`config.mk`:
```
export PLATFORM = sky130hd
export DESIGN_NAME = des_key_schedule
export DESIGN_NICKNAME = d
export VERILOG_FILES = /design/src/rtl/des_key_schedule.sv
export SDC_FILE = /design/constraint.sdc
export NUM_CORES = 1
export LEC_CHECK = 0
export ABC_CLOCK_PERIOD_IN_PS = 2950
export CORE_MARGIN = 2
export CORE_UTILIZATION = 31
export CTS_CLUSTER_SIZE = 10
export DETAILED_ROUTE_END_ITERATION = 7
export SLEW_MARGIN = 20
export SYNTH_ARGS = -nofsm -noshare
export SYNTH_HDL_FRONTEND = slang
export SYNTH_SLANG_ARGS = --single-unit
export TNS_END_PERCENT = 20
```
`constraint.sdc`:
```
create_clock -name clk -period 2.95 [get_ports clk]
set_clock_uncertainty 0.1 [all_clocks]
set_input_delay 0.59 -clock clk [delete_from_list [all_inputs] [get_ports clk]]
set_output_delay 0.59 -clock clk [all_outputs]
set_load 0.01 [all_outputs]
```
`src/rtl/des_key_schedule.sv`:
```
// Iterative DES key schedule: PC-1 on load, per-half C/D rotation each round,
// PC-2 to present one registered 48-bit subkey per consumer handshake.
module des_key_schedule #(
  parameter bit PARITY_CHECK = 1'b0
) (
  input  logic        clk,
  input  logic        rst_n,
  input  logic        start,
  input  logic [63:0] key_in,
  input  logic        decrypt,
  input  logic        key_ack,
  output logic [47:0] round_key,
  output logic        key_valid,
  output logic [4:0]  round_num,
  output logic        busy,
  output logic        done,
  output logic        key_err
);
  typedef enum logic {IDLE, RUN} state_t;

  // Table entries use DES numbering: bit 1 is the MSB of the source vector.
  localparam int PC1_T [56] = '{
    57, 49, 41, 33, 25, 17,  9,  1, 58, 50, 42, 34, 26, 18,
    10,  2, 59, 51, 43, 35, 27, 19, 11,  3, 60, 52, 44, 36,
    63, 55, 47, 39, 31, 23, 15,  7, 62, 54, 46, 38, 30, 22,
    14,  6, 61, 53, 45, 37, 29, 21, 13,  5, 28, 20, 12,  4};

  localparam int PC2_T [48] = '{
    14, 17, 11, 24,  1,  5,  3, 28, 15,  6, 21, 10,
    23, 19, 12,  4, 26,  8, 16,  7, 27, 20, 13,  2,
    41, 52, 31, 37, 47, 55, 30, 40, 51, 45, 33, 48,
    44, 49, 39, 56, 34, 53, 46, 42, 50, 36, 29, 32};

  state_t      state, state_nx;
  logic [55:0] cd, cd_nx, cd_load;
  logic        dec, dec_nx;
  logic [47:0] round_key_nx;
  logic [4:0]  round_num_nx;
  logic        key_valid_nx, busy_nx, done_nx, key_err_nx;
  logic        last, parity_ok;

  function automatic logic [55:0] pc1(input logic [63:0] k);
    logic [55:0] r;
    r = '0;
    for (int i = 0; i < 56; i++) r[6'(55 - i)] = k[6'(64 - PC1_T[i])];
    return r;
  endfunction

  function automatic logic [47:0] pc2(input logic [55:0] c);
    logic [47:0] r;
    r = '0;
    for (int i = 0; i < 48; i++) r[6'(47 - i)] = c[6'(56 - PC2_T[i])];
    return r;
  endfunction

  // Rounds 1, 2, 9 and 16 rotate by one; every other round by two.
  function automatic logic shift_two(input logic [4:0] r);
    return !(r == 5'd1 || r == 5'd2 || r == 5'd9 || r == 5'd16);
  endfunction

  function automatic logic [27:0] rotl28(input logic [27:0] x, input logic two);
    return two ? {x[25:0], x[27:26]} : {x[26:0], x[27]};
  endfunction

  function automatic logic [27:0] rotr28(input logic [27:0] x, input logic two);
    return two ? {x[1:0], x[27:2]} : {x[0], x[27:1]};
  endfunction

  function automatic logic odd_bytes(input logic [63:0] k);
    return (^k[63:56]) & (^k[55:48]) & (^k[47:40]) & (^k[39:32]) &
           (^k[31:24]) & (^k[23:16]) & (^k[15:8])  & (^k[7:0]);
  endfunction

  assign parity_ok = odd_bytes(key_in);
  assign last      = dec ? (round_num == 5'd1) : (round_num == 5'd16);

  // Decrypt starts at C16D16, which equals C0D0 because the shifts total 28.
  always_comb begin
    cd_load = pc1(key_in);
    if (!decrypt) cd_load = {rotl28(cd_load[55:28], 1'b0), rotl28(cd_load[27:0], 1'b0)};
  end

  always_comb begin
    state_nx     = state;
    cd_nx        = cd;
    dec_nx       = dec;
    round_key_nx = round_key;
    round_num_nx = round_num;
    key_valid_nx = key_valid;
    busy_nx      = busy;
    done_nx      = 1'b0;
    key_err_nx   = 1'b0;
    case (state)
      IDLE: begin
        if (start) begin
          if (PARITY_CHECK && !parity_ok) begin
            key_err_nx = 1'b1;
          end else begin
            cd_nx        = cd_load;
            dec_nx       = decrypt;
            round_key_nx = pc2(cd_load);
            round_num_nx = decrypt ? 5'd16 : 5'd1;
            key_valid_nx = 1'b1;
            busy_nx      = 1'b1;
            state_nx     = RUN;
          end
        end
      end
      RUN: begin
        if (key_ack && key_valid) begin
          if (last) begin
            key_valid_nx = 1'b0;
            busy_nx      = 1'b0;
            done_nx      = 1'b1;
            state_nx     = IDLE;
          end else if (dec) begin
            cd_nx        = {rotr28(cd[55:28], shift_two(round_num)),
                            rotr28(cd[27:0],  shift_two(round_num))};
            round_key_nx = pc2(cd_nx);
            round_num_nx = round_num - 5'd1;
          end else begin
            cd_nx        = {rotl28(cd[55:28], shift_two(round_num + 5'd1)),
                            rotl28(cd[27:0],  shift_two(round_num + 5'd1))};
            round_key_nx = pc2(cd_nx);
            round_num_nx = round_num + 5'd1;
          end
        end
      end
      default: state_nx = IDLE;
    endcase
  end

  always_ff @(posedge clk or negedge rst_n) begin
    if (!rst_n) begin
      state     <= IDLE;
      cd        <= '0;
      dec       <= 1'b0;
      round_key <= '0;
      round_num <= '0;
      key_valid <= 1'b0;
      busy      <= 1'b0;
      done      <= 1'b0;
      key_err   <= 1'b0;
    end else begin
      state     <= state_nx;
      cd        <= cd_nx;
      dec       <= dec_nx;
      round_key <= round_key_nx;
      round_num <= round_num_nx;
      key_valid <= key_valid_nx;
      busy      <= busy_nx;
      done      <= done_nx;
      key_err   <= key_err_nx;
    end
  end
endmodule

```
### Word level (Yosys, flattened, before mapping)

Cells that the tools add are included.

| operators by class | value |
|---|---|
| add/sub/neg operators | 2 |
| reductions and logical operators | 10 |
| bitwise operators | 1 |
| equality and inequality tests | 12 |
| mux-type cells | 33 |

Operators with widths:

| operator | count |
|---|---|
| 56-bit 2-to-1 mux | 4 |
| 48-bit 2-to-1 mux | 3 |
| 28-bit 2-to-1 mux | 4 |
| 56-bit one-hot mux with 2 select lines | 1 |
| 48-bit one-hot mux with 2 select lines | 1 |
| 33-bit 2-to-1 mux | 1 |
| 32-bit 2-to-1 mux | 1 |
| 5-bit 2-to-1 mux | 5 |
| 5-bit by 1-bit equality test with 1-bit output, second input constant | 2 |
| 5-bit by 2-bit equality test with 1-bit output, second input constant | 2 |
| 5-bit by 4-bit equality test with 1-bit output, second input constant | 2 |
| 5-bit equality test, second input constant | 2 |
| 1-bit 2-to-1 mux | 10 |
| 5-bit one-hot mux with 2 select lines | 1 |
| 1-bit logical OR | 6 |
| 3-bit AND reduction | 2 |
| 5-bit by 1-bit adder with 5-bit output, second input constant | 1 |
| 5-bit by 1-bit subtractor with 5-bit output, second input constant | 1 |
| 2-bit by 1-bit != test with 1-bit output, second input constant | 2 |
| 2-bit != test, second input constant | 2 |
| 1-bit one-hot mux with 2 select lines | 2 |
| 2-bit AND reduction | 1 |
| 1-bit logical AND | 1 |
| 1-bit NOT | 1 |

| storage, ports and cells | value |
|---|---|
| word-level logic and storage cells | 65 |
| register bits after elaboration | 113 |
| output and inout bits | 57 |

### Longest topological paths before layout

Gate-level depths: netlist of run 1.

| depth | value |
|---|---|
| word-level depth | 10 |
| gate-level depth with buffers | 9 |

### Least setup slack after synthesis of run 1

OpenSTA, ideal clock, no wires.

| timing path | value |
|---|---|
| path kind | reg2reg |
| from | register round_num[0] |
| to | register cd[25] |
| data required time | 2.705 ns |
| cell stages (with the launch flop) | 9 |
| data arrival time | 2.189 ns |
| slack | 0.516 ns |
| buffers on the path | 1 |
| cell sequence | dfrtp_1 -> inv_1 -> ha_1 -> mux2_2 -> a21oi_1 -> buf_4 -> mux2_1 -> a222oi_1 -> o311ai_1 |

| between the ends | value |
|---|---|
| cells in the longest elaborated chain, start to end | 10 |
| elaborated cells between the ends (all ways) | 24 |
| classes of those cells | add/sub (1); eq/ne (9); mux (7); reduce/logical (7) |

Ends and longest elaborated chain:

| element | line | source |
|---|---|---|
| start, declared | 14 | `output logic [4:0] round_num,` |
| start signal, assigned | 149 | `round_num <= round_num_nx;` |
| 5-bit by 1-bit adder with 5-bit output | 123 | `rotl28(cd[27:0], shift_two(round_num + 5'd1))};` |
| 5-bit by 1-bit equality test with 1-bit output / 5-bit by 2-bit equality test with 1-bit output (equally long branches) | 58 | `return !(r == 5'd1 \|\| r == 5'd2 \|\| r == 5'd9 \|\| r == 5'd16);` |
| 1-bit logical OR (3 in a row) | 58 |  |
| 28-bit 2-to-1 mux | 62 | `return two ? {x[25:0], x[27:26]} : {x[26:0], x[27]};` |
| 56-bit 2-to-1 mux | 116 | `end else if (dec) begin` |
| 56-bit 2-to-1 mux | 111 | `if (last) begin` |
| 56-bit 2-to-1 mux | 110 | `if (key_ack && key_valid) begin` |
| 56-bit one-hot mux with 2 select lines | 93 | `case (state)` |
| end signal, assigned | 146 | `cd <= cd_nx;` |
| end, declared | 35 | `logic [55:0] cd, cd_nx, cd_load;` |

Several ways; a longest one is shown, not always the timed one. The select of a mux whose other input is x is not followed.
A chain may end at the register's enable or synchronous reset.

### Worst setup path in the final report of run 1

| timing path | value |
|---|---|
| from | register round_num[0] |
| to | register cd[12] |

Same word-level chain as after synthesis.

==> results of run 1 <==
==> layer usage <==
metal	global-route usage, %	wire [um]	vias up
li1	-	-	2340
met1	22.0	6640	2502
met2	27.2	7440	267
met3	3.67	1010	21
met4	6.78	269	0
met5	0	0	-
==> worst max-delay path, delay by kind of cell (launching register included) <==
family / cells / cell delay [ps]
DFF: 1 / 550
and+or+nand+nor: 1 / 190
buffers and inverters: 1 / 300
adders and majority gates: 1 / 360
AOI/OAI and AO/OA: 4 / 1150
==> through the flow <==
step                      cell area [um2]  cells  hold slack [ps]
after floorplan                      5350    671              194
after global placement               5790    855              417
after detailed placement             5790    855              437
after CTS                            6080    871              193
after global routing                 6080    871              217
final                                6080    871              176
==> flip-flops by register name, indices dropped and copies added, names as in the netlist <==
name       count
state          1
cd            56
round_num      5
done           1
busy           1
dec            1
==> placed cells by master (no fill, tap or decap), types with 4 or more instances in the layout <==
cell type         n
a22oi_1           4
a211oi_1         16
or4_1             4
conb_1           23
clkdlybuf4s50_1  53
clkinv_2          4
nor4_1           13
nand2_1          48
a32o_1           35
ha_1              6
mux2i_1          11
o211ai_1          4
and3_1            7
o21ai_0          55
dfrtp_1          64
a32oi_1           4
a21oi_1          77
o31ai_1          16
mux2_2           21
nor2_1           50
inv_1             6
buf_12            7
buf_4            19
nand3_1          33
clkbuf_16         9
==> worst max-delay path by stage <==
stage	start	endpoint	slack, ps	cells past startpoint
after floorplan	round_num[0]	cd[25]	520	8
final	round_num[0]	cd[12]	210	7
after global placement	round_num[0]	cd[30]	180	8
after CTS	round_num[0]	cd[29]	140	7
after detailed placement	round_num[0]	cd[29]	170	8
after global routing	round_num[0]	cd[12]	20	7
==> logic make-up after synthesis <==
| family | after synthesis | synth area share (%) |
|---|---|---|
| compound gates | 243 | 30.9 |
| simple gates | 175 | 15.6 |
| buf+inv | 124 | 13.8 |
| flops | 65 | 30.9 |
| mux | 34 | 7.08 |
| fa+ha+maj | 6 | 1.42 |
| other cells | 1 | 0.0712 |
| xor+xnor | 1 | 0.166 |
==> power by group through the flow <==
stage / Combinational [uW] / Sequential [uW] / Clock [uW]
final: 4680 / 1830 / 1060
after floorplan: 3530 / 1670 / 0
after global routing: 5090 / 1890 / 1130
after detailed placement: 4590 / 1830 / 0
after CTS: 4610 / 1820 / 1080
after global placement: 4490 / 1810 / 0
==> cell type report <==
class	instances	area share [%]
flip-flops and latches	65	26.8
clock buffers	10	3.76
multi-input cells	482	49.9
repair buffers	81	13.6
inverters	7	0.432
clock inverters	6	0.967
well taps	220	4.52
==> what timing repair did <==
action | 4_1_cts | 5_1_grt
endpoints found under the setup margin | 0 | 5
hold buffers | 0 | 0
gates resized for setup | 0 | 2
==> run summary, run 1 <==
Core box area -> 16600 um2
Ant. Diodes -> 0
Seq/Total Area, Yosys -> 30.9%
Total track usage -> 16.9%
Yosys top cell area share -> 30.9%
Buffers on Ports -> 54
DRT antenna net count -> 0
Fillers -> 1675
Die area -> 18100 um2
CTS HTree Levels -> 3
YS warnings -> 0
FF-to-FF End -> cd[12]
Unrepaired setup endpoints after global routing -> no
Synth top cells by count -> a21oi_1, dfrtp_1, buf_4, o21ai_0, nor2_1
Clock Path Buffers -> 2
Initial Util -> 31.8%
Pre-CTS setup slack -> 172 ps
Worst VDD drop -> 600 uV
Ranking of synthesized cells by area -> dfrtp_1, buf_4, a21oi_1
LEAKAGE -> 0.00241 uW
FMAX -> 365 MHz
FF-to-FF Start -> round_num[0]
Most common cell in the synthesized netlist -> a21oi_1
Area occupied by multi-input gates -> 3040 um2
CP peak stage delay -> 550 ps
Final setup vio count -> 0
Largest net degree at the start of global routing -> 74
Register Area -> 1630 um2
Syn avg cell area -> 8.12 um2
Initial antenna violation count -> 0
Wire per inst -> 17.6 um
Iter 0 DRT Violations -> 530
Min-delay worst type -> input pin to async pin
Clock transition at the registers of the reported paths -> 60 ps
Setup bufs post-CTS -> 0
Reg2Reg Depth -> 7
CTS tree -> yes
Period utilization -> 92.9%
Maximum fanout along the worst path -> 18
Sw Ratio -> 47.3%
Syn-to-layout area delta -> 15.4%
Maxcap violations -> 0
Status -> finished, final reports clean
IO Pins -> 126
DR vias -> 5130
Critical path arrival -> 2880 ps
Synth area leader -> dfrtp_1
Clock Latency Late Sink -> 340 ps
CP required -> 3090 ps
Final wirelength -> 15400 um
Synth Flop Type -> dfrtp_1
Crit end category -> register
FP Rows -> 47
Distinct cells, synth -> 61
Die Y -> 134 um
Post-Syn Area -> 5270 um2
Worst Setup Start Kind -> register
Die W -> 134 um
Cells after Synth -> 649
CTS root buffer -> clkbuf_16
Max-slew headroom -> 49.1%
Final GP Congestion -> 0.827
Fin Setup TNS -> 0 ps
Total clock sinks -> 65
First-pass GRT wire length -> 25000 um
Flop pwr share -> 24.1%
Setup Crit Path Kind -> register to register
Gr ovfl total -> 0
Worst Tran Pin Value -> 764 ps
Total power draw -> 7570 uW
Int Power -> 3990 uW
PD cells -> 1240 nW/um2
Remaining DRCs -> 0
Worst-path cell chain -> ha_1 -> nand3_2 -> a21boi_1 -> o21ai_4 -> buf_4 -> a211oi_1 -> o31ai_1
Async SR Flop Fraction -> 100%
Drt pass-1 iters -> 5
Cts bufs inserted -> 9
Fin. max-slew vios -> 0
Vias in the first global route -> 5006
Final Hold Viols -> 0
Util after Layout -> 36.7%
Final net count -> 721
Setup slack, reg-to-reg -> 210 ps
Slowest cell on crit path -> dfrtp_1
Vias per cell -> 5.89
DP HPWL -> 9700 um
Switching power total -> 3580 uW
Layout cells sized above 1 -> 12.0%
Flops & latches, synth -> 65
Worst setup margin -> 209 ps
EDFF count, synth -> 0
Comb power frac -> 61.8%
Clock network fraction of total power -> 14.1%
Fin crit period -> 2740 ps
Power figures use the tool's default switching activity.
==> run 2, diff against run 1 <==
--- a/config.mk
+++ b/config.mk
@@ -10,6 +10,7 @@
 export CORE_UTILIZATION = 31
 export CTS_CLUSTER_SIZE = 10
 export DETAILED_ROUTE_END_ITERATION = 7
+export GPL_TIMING_DRIVEN = 1
 export SLEW_MARGIN = 20
 export SYNTH_ARGS = -nofsm -noshare
 export SYNTH_HDL_FRONTEND = slang
==> results of run 2 <==
No change in the layout: final DEF, timing and power equal those of run 1.
==> run 3, diff against run 2 <==
--- a/config.mk
+++ b/config.mk
@@ -5,7 +5,6 @@
 export SDC_FILE = /design/constraint.sdc
 export NUM_CORES = 1
 export LEC_CHECK = 0
-export ABC_CLOCK_PERIOD_IN_PS = 2950
 export CORE_MARGIN = 2
 export CORE_UTILIZATION = 31
 export CTS_CLUSTER_SIZE = 10
==> results of run 3 <==
No change in the layout: final DEF, timing and power equal those of run 1.
